`src/rtl/alu_pkg.sv`:
```
// rtl/alu_pkg.sv - shared constants, field positions and FSM state type for the MiniALU self-test
package alu_pkg;

  localparam int VEC_W   = 11;
  localparam int OUT_W   = 6;
  localparam int NUM_VEC = 2048;
  localparam int ERR_W   = 12;

  localparam logic [VEC_W-1:0] LAST_VEC = 11'h7FF;

  localparam logic [1:0] SEL_ADD = 2'b00;
  localparam logic [1:0] SEL_SUB = 2'b01;
  localparam logic [1:0] SEL_AND = 2'b10;
  localparam logic [1:0] SEL_XOR = 2'b11;

  // Operand bits are interleaved on alu_in: A(i) at IN_A0+2i, B(i) at IN_B0+2i.
  localparam int IN_CIN    = 0;
  localparam int IN_A0     = 1;
  localparam int IN_B0     = 2;
  localparam int IN_STRIDE = 2;
  localparam int IN_SA     = 9;
  localparam int IN_SB     = 10;

  localparam int OUT_C0   = 0;
  localparam int OUT_COUT = 4;
  localparam int OUT_SC   = 5;

  typedef enum logic [2:0] {
    IDLE,
    APPLY,
    WAIT,
    CHECK,
    DONE
  } state_t;

endpackage

```
`src/rtl/alu_bist_if.sv`:
```
// rtl/alu_bist_if.sv - vector/response bus between the self-test engine and the ALU under test
interface alu_bist_if;

  logic [alu_pkg::VEC_W-1:0] alu_in;
  logic [alu_pkg::OUT_W-1:0] alu_out;

  modport master (output alu_in, input alu_out);
  modport slave  (input alu_in, output alu_out);

endinterface

```
`src/rtl/alu_golden.sv`:
```
// rtl/alu_golden.sv - combinational reference MiniALU: 11-bit vector in, expected 6-bit response out
module alu_golden
  import alu_pkg::*;
(
  input  logic [VEC_W-1:0] vec,
  output logic [OUT_W-1:0] expected
);

  logic [1:0] sel;
  logic [3:0] a;
  logic [3:0] b;
  logic       cin;
  logic [4:0] sum;
  logic       sc;

  always_comb begin
    a   = '0;
    b   = '0;
    sum = '0;
    sc  = 1'b0;
    sel = {vec[IN_SB], vec[IN_SA]};
    cin = vec[IN_CIN];
    for (int i = 0; i < 4; i++) begin
      a[i] = vec[IN_A0 + IN_STRIDE*i];
      b[i] = vec[IN_B0 + IN_STRIDE*i];
    end
    case (sel)
      SEL_ADD: begin
        sum = {1'b0, a} + {1'b0, b} + {4'b0, cin};
        sc  = (a[3] == b[3]) && (sum[3] != a[3]);
      end
      SEL_SUB: begin
        sum = {1'b0, a} + {1'b0, ~b} + {4'b0, cin};
        sc  = (a[3] != b[3]) && (sum[3] != a[3]);
      end
      SEL_AND: sum = {1'b0, a & b};
      SEL_XOR: sum = {1'b0, a ^ b};
      default: sum = '0;
    endcase
    expected                  = '0;
    expected[OUT_SC]          = sc;
    expected[OUT_COUT]        = sum[4];
    expected[OUT_C0 +: 4]     = sum[3:0];
  end

endmodule

```
`src/rtl/alu_bist.sv`:
```
// rtl/alu_bist.sv - sweeps all 2048 ALU vectors, compares against the golden model, reports results
module alu_bist
  import alu_pkg::*;
#(
  parameter int SETTLE_CYCLES = 1,
  parameter bit STOP_ON_FAIL  = 1'b0
) (
  input  logic             clk,
  input  logic             rst,
  input  logic             start,
  alu_bist_if.master       bus,
  output logic             busy,
  output logic             done,
  output logic             pass,
  output logic [ERR_W-1:0] err_count,
  output logic             first_fail_valid,
  output logic [VEC_W-1:0] first_fail_vec
);

  localparam logic [3:0] SETTLE_LOAD = 4'(SETTLE_CYCLES - 1);

  state_t           state;
  logic [VEC_W-1:0] vec;
  logic [3:0]       settle_cnt;
  logic [OUT_W-1:0] expected;
  logic             mismatch;

  alu_golden u_golden (
    .vec      (vec),
    .expected (expected)
  );

  assign mismatch = (bus.alu_out != expected);

  always_ff @(posedge clk) begin
    if (rst) begin
      state            <= IDLE;
      vec              <= '0;
      settle_cnt       <= '0;
      bus.alu_in       <= '0;
      busy             <= 1'b0;
      done             <= 1'b0;
      pass             <= 1'b0;
      err_count        <= '0;
      first_fail_valid <= 1'b0;
      first_fail_vec   <= '0;
    end else begin
      case (state)
        IDLE, DONE: begin
          if (start) begin
            state            <= APPLY;
            vec              <= '0;
            busy             <= 1'b1;
            done             <= 1'b0;
            pass             <= 1'b0;
            err_count        <= '0;
            first_fail_valid <= 1'b0;
            first_fail_vec   <= '0;
          end
        end
        APPLY: begin
          bus.alu_in <= vec;
          settle_cnt <= SETTLE_LOAD;
          state      <= WAIT;
        end
        WAIT: begin
          if (settle_cnt == 4'd0) state <= CHECK;
          else settle_cnt <= settle_cnt - 4'd1;
        end
        CHECK: begin
          if (mismatch) begin
            err_count <= err_count + 12'd1;
            if (!first_fail_valid) begin
              first_fail_valid <= 1'b1;
              first_fail_vec   <= vec;
            end
          end
          // Last-vector test comes before the increment so vec never wraps mid-sweep.
          if ((mismatch && STOP_ON_FAIL) || (vec == LAST_VEC)) begin
            state <= DONE;
            busy  <= 1'b0;
            done  <= 1'b1;
            pass  <= (err_count == '0) && !mismatch;
          end else begin
            vec   <= vec + 11'd1;
            state <= APPLY;
          end
        end
        default: state <= IDLE;
      endcase
    end
  end

endmodule

```
`src/flat_wrapper.sv`:
```
// flat-port wrapper written by rule: the top's interface ports become plain ports
module alu_bist_flat import alu_pkg::*;
#(
  parameter int SETTLE_CYCLES = 1,
  parameter bit STOP_ON_FAIL  = 1'b0
)
  (clk, rst, start, busy, done, pass, err_count, first_fail_valid, first_fail_vec, bus_alu_in, bus_alu_out);
  alu_bist_if bus_i ();
  input  logic clk;
  input  logic rst;
  input  logic start;
  output logic busy;
  output logic done;
  output logic pass;
  output logic [ERR_W-1:0] err_count;
  output logic first_fail_valid;
  output logic [VEC_W-1:0] first_fail_vec;
  output wire logic [$bits(bus_i.alu_in)-1:0] bus_alu_in;
  input wire logic [$bits(bus_i.alu_out)-1:0] bus_alu_out;
  assign bus_alu_in = bus_i.alu_in;
  assign bus_i.alu_out = bus_alu_out;
  alu_bist #(.SETTLE_CYCLES(SETTLE_CYCLES), .STOP_ON_FAIL(STOP_ON_FAIL)) u_core (.clk(clk), .rst(rst), .start(start), .bus(bus_i), .busy(busy), .done(done), .pass(pass), .err_count(err_count), .first_fail_valid(first_fail_valid), .first_fail_vec(first_fail_vec));
endmodule
```
`config.mk`:
```
export PLATFORM = sky130hd
export DESIGN_NAME = alu_bist_flat
export DESIGN_NICKNAME = d
export VERILOG_FILES = /design/src/rtl/alu_pkg.sv /design/src/rtl/alu_bist_if.sv /design/src/rtl/alu_golden.sv /design/src/rtl/alu_bist.sv /design/src/flat_wrapper.sv
export SDC_FILE = /design/constraint.sdc
export NUM_CORES = 1
export LEC_CHECK = 0
export BUFFER_PORTS_ARGS = -buffer_cell sky130_fd_sc_hd__buf_2
export CAP_MARGIN = 20
export CORE_UTILIZATION = 50
export CTS_CLUSTER_SIZE = 10
export DETAILED_ROUTE_END_ITERATION = 6
export GPL_ROUTABILITY_DRIVEN = 0
export HOLD_SLACK_MARGIN = 0.02
export PLACE_DENSITY = 0.72
export SKIP_CTS_REPAIR_TIMING = 1
export SLEW_MARGIN = 20
export SYNTH_ARGS = -nofsm -noshare
export SYNTH_HDL_FRONTEND = slang
export SYNTH_HIERARCHICAL = 1
export SYNTH_SLANG_ARGS = --single-unit
```
`constraint.sdc`:
```
create_clock -name clk -period 3.35 [get_ports clk]
set_input_delay 0.5025 -clock clk [delete_from_list [all_inputs] [get_ports clk]]
set_output_delay 0.5025 -clock clk [all_outputs]
set_load 0.02 [all_outputs]
```
Word level (Yosys, flattened, before mapping)
Cells that the tools add are included.
Storage, ports and cells
  bits in registers: 56
  input bits: 9
  output and inout port bits: 38
  logic and storage cells: 84
Operators by class
  $add $sub $neg: 7
  equal/unequal tests: 20
  multiplexer cells: 27
  bitwise gates (word level): 3
  reduce and logical (&&, ||, !) cells: 17
Operators with widths (count)
  2-to-1 mux 11 bit: 4
  one-hot mux 11 bit (2 select lines): 2
  2-to-1 mux 12 bit: 2
  one-hot mux 12 bit (2 select lines): 1
  one-hot mux 5 bit (4 select lines): 1
  adder 12 x 1 -> 12 bit (second input constant): 1
  zero test 12 bit: 1
  one-hot mux 3 bit (4 select lines): 1
  adder 11 x 1 -> 11 bit (second input constant): 1
  equality test 11 bit (second input constant): 1
  adder 4 x 4 -> 5 bit: 2
  adder 5 x 1 -> 5 bit: 2
  one-hot mux 1 bit (2 select lines): 5
  2-to-1 mux 3 bit: 3
  AND reduction 3 bit: 3
  != test 2 bit (second input constant): 4
  one-hot mux 4 bit (2 select lines): 1
  equality test 3 x 2 -> 1 bit (second input constant): 2
  2-to-1 mux 1 bit: 6
  != test 2 x 1 -> 1 bit (second input constant): 3
  != test 6 bit: 1
  AND 4 bit: 1
  equality test 2 bit (second input constant): 2
  zero test 4 bit: 1
  17 further kinds: 23

Logic depth before layout (Yosys ltp)
  depth in word-level cells: 11
  gate-level depth with buffers: 14
  gate-level depth less buffers: 13

Hierarchy
Netlist, hierarchy kept.
Modules (own cells, without submodules)
  alu_bist: instances 1, cells each 308, area each 2558.7 um^2, sequential area each 1121.1 um^2
  alu_golden: instances 1, cells each 61, area each 510.5 um^2, sequential area each 0.0 um^2

Worst setup path before layout
OpenSTA, ideal clock, no wires.
  kind: register to register
  start point: register u_core.vec[0]
  end point: register u_core.err_count[2]
  library setup time: 114 ps
  arrival time: 2931 ps
  required time: 3236 ps
  setup slack: 305 ps
  stages on the path, launching flop included: 12
  buffers on the path: 1
  period minus slack after synthesis: 3045 ps
  cells stage by stage: dfxtp_1 > inv_1 > fa_1 > inv_1 > fa_1 > mux4_2 > xnor2_1 > nand2_1 > o21ai_0 > clkbuf_1 > o21bai_1 > a21o_1
On the way
  elaborated cells on any way between the ends: 11
  classes of those cells: add/sub (2); eq/ne (4); mux (2); reduce/logical (3)
RTL lines
  from (decl): line alu_bist.sv:23  | logic [VEC_W-1:0] vec;
  from (signal assigned): line alu_bist.sv:85  | vec <= vec + 11'd1;
  adder 5 x 1 -> 5 bit, on equally long branches: line alu_golden.sv:33, alu_golden.sv:29
  one-hot mux 5 bit (4 select lines) (*): line alu_golden.sv:27  | case (sel)
  named net u_core.expected[1]: line alu_bist.sv:25  | logic [OUT_W-1:0] expected;
  != test 6 bit (*): line alu_bist.sv:33  | assign mismatch = (bus.alu_out != expected);
  != test 2 x 1 -> 1 bit (no line) (*)
  AND reduction 3 bit (no line) (*)
  to (signal assigned): line alu_bist.sv:72  | err_count <= err_count + 12'd1;
  to (decl): line alu_bist.sv:15  | output logic [ERR_W-1:0] err_count,
Mark *: on every way through the listed nets, which the timed path passes. The rest lies on a longest branch.
A chain may end at the register's enable or synchronous reset.

Final worst setup path
  start point: register u_core.vec[2]
  end point: register u_core.first_fail_vec[1]
On the way
  elaborated cells on any way between the ends: 16
  classes of those cells: add/sub (4); eq/ne (4); mux (2); bitwise (3); reduce/logical (3)
RTL lines
  inverter 4 bit: line alu_golden.sv:33  | sum = {1'b0, a} + {1'b0, ~b} + {4'b0, cin};
  adder 4 x 4 -> 5 bit: line alu_golden.sv:33
  adder 5 x 1 -> 5 bit: line alu_golden.sv:33
  one-hot mux 5 bit (4 select lines) (*): line alu_golden.sv:27
  named net u_core.expected[4]: line alu_bist.sv:25
  != test 6 bit (*): line alu_bist.sv:33
  != test 2 x 1 -> 1 bit (no line) (*)
  AND reduction 4 bit (no line) (*)
  to (signal assigned): line alu_bist.sv:75  | first_fail_vec <= vec;
  to (decl): line alu_bist.sv:17  | output logic [VEC_W-1:0] first_fail_vec
Marked as above.

==> results.sh <==
export IMPL_power_sequential_fraction_pct=50.0
export IMPL_route_vias_total=2678
export IMPL_netlist_instances=369
export IMPL_leakage_nw=1.472
export IMPL_avgViaCountPerCell=5.465
export IMPL_ctsRootBufferMaster="clkbuf_8"
export IMPL_drv_max_cap_violation_count=0
export IMPL_cts_htree_levels=2
export IMPL_part_of_the_total_power_dissipated_in_the_clock_network_pct=25.7
export IMPL_p_comb_share_pct=24.3
export IMPL_hold_violations=0
export IMPL_buffers_from_clock_root_to_sink_at_most=2
export IMPL_vias_in_the_first_global_route=2366
export IMPL_route_detailed_drc=0
export IMPL_finalCriticalPeriod_ns=3.137
export IMPL_tightest_slew_ns=0.7445
export IMPL_tritoncts_clock_tree="built"
export IMPL_grt_pass1_wl_mm=11.17
export IMPL_hold_class="flip-flop to flip-flop"
export IMPL_clock_sinks=56
export IMPL_netlist_area_um2=3069
export IMPL_skew_ns=0.007163
export IMPL_worst_path_most_repeated_cell="fa_1"
export IMPL_nFillCells=556
export IMPL_drt_wl_total_mm=6.767
export IMPL_grt_use_total_pct=22.03
export IMPL_fp_dieArea_um2=6455
export IMPL_cpPeakStageDelay_ns=0.54
export IMPL_synth_sequential_area_ratio_pct=36.53
export IMPL_post_route_cell_area_um2=3463
export IMPL_yosysUniqueCellTypes=62
export IMPL_cts_clk_slew_worst_paths_ns=0.10
export IMPL_power_density_nw_per_um2=420.8
export IMPL_rsz0062_at_grt="false"
export IMPL_chipHeight_um=80.35
export IMPL_worst_ir_drop_vdd_mv=0.2760
export IMPL_syn_area_per_cell_um2=8.318
export IMPL_number_of_placed_i_o_pins=47
export IMPL_drt_pre_antenna_iters=4
export IMPL_worstSetupStartpointType="flip-flop"
export IMPL_drt_first_iter_violations=103
export IMPL_io_buffer_count=46
export IMPL_layout_worst_path_cycle_share_pct=93.65
export IMPL_coreArea_um2=5921
export IMPL_synth_top_flop_cell="dfxtp_1"
export IMPL_worstSkewPairLatency_ns=0.31
export IMPL_nNetsFinal=439
export IMPL_worst_ep_required_time_ns=3.54
export IMPL_worstPathCellList="fa_1 > inv_1 > fa_1 > a21o_2 > a21oi_1 > nand2_1 > and3b_1 > xnor2_1 > nand4_1 > o21ai_2 > buf_4 > mux2i_1 > nor2_1"
export IMPL_area_grow_syn2layout_pct=12.84
export IMPL_number_of_antenna_violations_at_the_first_check_in_global_routing=0
export IMPL_horizontal_die_dimension_um=80.35
export IMPL_net_switching_power_mw=0.4935
export IMPL_route_antenna_remaining_nets=0
export IMPL_drive_above_1_share_pct=20.72
export IMPL_worst_setup_ep_type="flip-flop"
export IMPL_clock_fmax_mhz=318.7
export IMPL_async_sr_flop_fraction_pct=0
export IMPL_cpMaxStageDelayCell="dfxtp_1"
export IMPL_critical_path_data_arrival_time_ns=3.33
export IMPL_pin_count_of_the_biggest_net_entering_global_routing=33
export IMPL_dp_area_um2=3373
export IMPL_slew_headroom_pct=49.91
export IMPL_synth_net_count=394
export IMPL_finalNonFillerCells=490
export IMPL_ys_warnings_count=6
export IMPL_gr_total_overflow=0
export IMPL_power_switching_share_pct=33.86
export IMPL_timing_final_max_slew_violations=0
export IMPL_setup_violations=0
export IMPL_num_antenna_cells=0
export IMPL_intPower_mw=0.9639
export IMPL_critical_path_max_fanout=16
export IMPL_hpwl_mm=4.952
export IMPL_start_util_pct=51.84
export IMPL_number_of_flops_mapped_to_enable_cells_by_yosys=0
export IMPL_wl_per_cell_um=13.81
export IMPL_placedCellCount=482
export IMPL_fin_setup_tns_ns=0
export IMPL_status="finished clean"
export IMPL_std_cell_rows=28
export IMPL_start_to_end_type_of_the_worst_setup_path="flip-flop to flip-flop"
export IMPL_cts_inserted_buffers=5
export IMPL_yosys_register_bits=56
## routing by layer
metal  part of all wire (%)  track usage, %  vias up
met5                      0               0        -
li1                       -               -     1363
met4                    1.7           7.321        0
met3                    2.7           3.523       10
met2                     49           36.69       40
met1                     47           28.77     1265
## state kept, by name (all words and copies together) (netlist names)
name / cells
u_core/bus.alu_in: 11
u_core/busy: 1
u_core/done: 1
u_core/err_count: 12
u_core/first_fail_valid: 1
u_core/first_fail_vec: 11
u_core/pass: 1
u_core/settle_cnt: 4
u_core/state: 3
u_core/vec: 11
## final timing paths
path	start	end	slack [ns]	depth (start not counted)
min	u_core/bus.alu_in[1]$_SDFFE_PP0N_	u_core/bus.alu_in[1]$_SDFFE_PP0N_	0.46	2
max	u_core/vec[2]$_SDFFE_PP0P_	u_core/first_fail_vec[1]$_SDFFE_PP0P_	0.21	13
max reg2reg	u_core/vec[2]$_SDFFE_PP0P_	u_core/first_fail_vec[1]$_SDFFE_PP0P_	0.21	13
min reg2reg	u_core/bus.alu_in[1]$_SDFFE_PP0N_	u_core/bus.alu_in[1]$_SDFFE_PP0N_	0.46	2
## power by group through the flow
| stage | clock, mW | combinational (mW) | sequential, mW |
|---|---|---|---|
| floorplan | 0 | 0.295 | 0.725 |
| global placement | 0 | 0.349 | 0.744 |
| detailed placement | 0 | 0.354 | 0.745 |
| CTS | 0.388 | 0.356 | 0.729 |
| finish | 0.374 | 0.354 | 0.729 |
| global route | 0.410 | 0.396 | 0.736 |
## placed cells by master (no fill, tap or decap), types with 2 or more instances in the layout
master	Yosys	final
clkbuf_8	0	5
and2_1	4	4
o21bai_1	2	2
nand4_1	7	7
xor2_1	9	9
nor3b_1	3	3
a211oi_1	2	2
inv_1	16	16
nor4_1	5	5
a21oi_1	23	23
nand3b_1	3	3
fa_1	4	4
buf_2	4	46
mux2i_1	6	6
o311ai_0	2	2
nor3_1	8	8
nor2b_1	3	3
and2_0	2	2
o21ai_0	20	20
buf_4	2	12
a31oi_1	4	4
nand2_1	50	50
xnor2_1	14	14
ha_1	12	12
or2_2	2	2
nor2_1	38	38
nand2b_1	2	2
a21oi_2	2	2
dfxtp_1	56	56
nand3_1	19	19
## stage by stage
| step | worst slack (ns) | total power [mW] | hold WS [ns] | util [%] |
|---|---|---|---|---|
| 3_5_place_dp | 0.2420 | 1.099 | 0.4439 | 56.97 |
| 4_1_cts | 0.2166 | 1.473 | 0.4592 | 58.50 |
| 6_report | 0.2127 | 1.457 | 0.4567 | 58.50 |
| 5_1_grt | 0.003296 | 1.542 | 0.4699 | 58.50 |
| 2_1_floorplan | 0.3052 | 1.021 | 0.4573 | - |
| 3_3_place_gp | 0.3122 | 1.092 | 0.4431 | 56.97 |
## synthesized netlist by cell type (all sizes together) (3+ instances only)
library cell,count,area [um2]
a21oi,25,132.6
a31oi,4,25.02
and2,7,46.29
buf,9,68.81
clkbuf,11,41.29
dfxtp,56,1121
fa,4,80.08
ha,12,150.1
inv,17,63.81
mux2i,6,60.06
nand2,50,187.7
nand3,20,105.1
nand3b,4,42.54
nand4,8,56.30
nor2,38,142.6
nor2b,3,18.77
nor3,8,40.04
nor3b,3,22.52
nor4,5,31.28
o21ai,21,108.9
xnor2,14,122.6
xor2,9,78.83
## critical path: cells and delay by family (launching register included)
family / cells / cell delay [ns]
AOI/OAI and AO/OA: 3 / 0.54
xor gates and xnor gates: 1 / 0.18
adders and majority gates: 2 / 0.70
buffers and inverters: 2 / 0.30
DFF: 1 / 0.54
muxes: 1 / 0.21
and+or+nand+nor: 4 / 0.54
## logic make-up (layout without fill, tap and decap cells)
| group | count (synthesis) | after routing | share of synthesized area (%) |
|---|---|---|---|
| XOR/XNOR | 23 | 23 | 6.564 |
| AO/OA/AOI/OAI | 71 | 71 | 14.72 |
| multiplexers | 8 | 8 | 3.180 |
| buffers and inverters | 37 | 83 | 5.666 |
| adder cells (fa/ha/maj) | 16 | 16 | 7.501 |
| flip-flops | 56 | 56 | 36.53 |
| AND/OR/NAND/NOR | 158 | 158 | 25.85 |
## layout make-up
| cell class | count | area, um2 | area share, % |
|---|---|---|---|
| tap | 75 | 93.84 | 2.710 |
| sequential | 56 | 1121 | 32.37 |
| inverter | 17 | 63.81 | 1.842 |
| multi-input combinational | 276 | 1774 | 51.23 |
| clock inverter | 3 | 21.27 | 0.6142 |
| timing repair buffer | 58 | 320.3 | 9.249 |
| clock buffer | 5 | 68.82 | 1.987 |
Power figures use the tool's default switching activity.
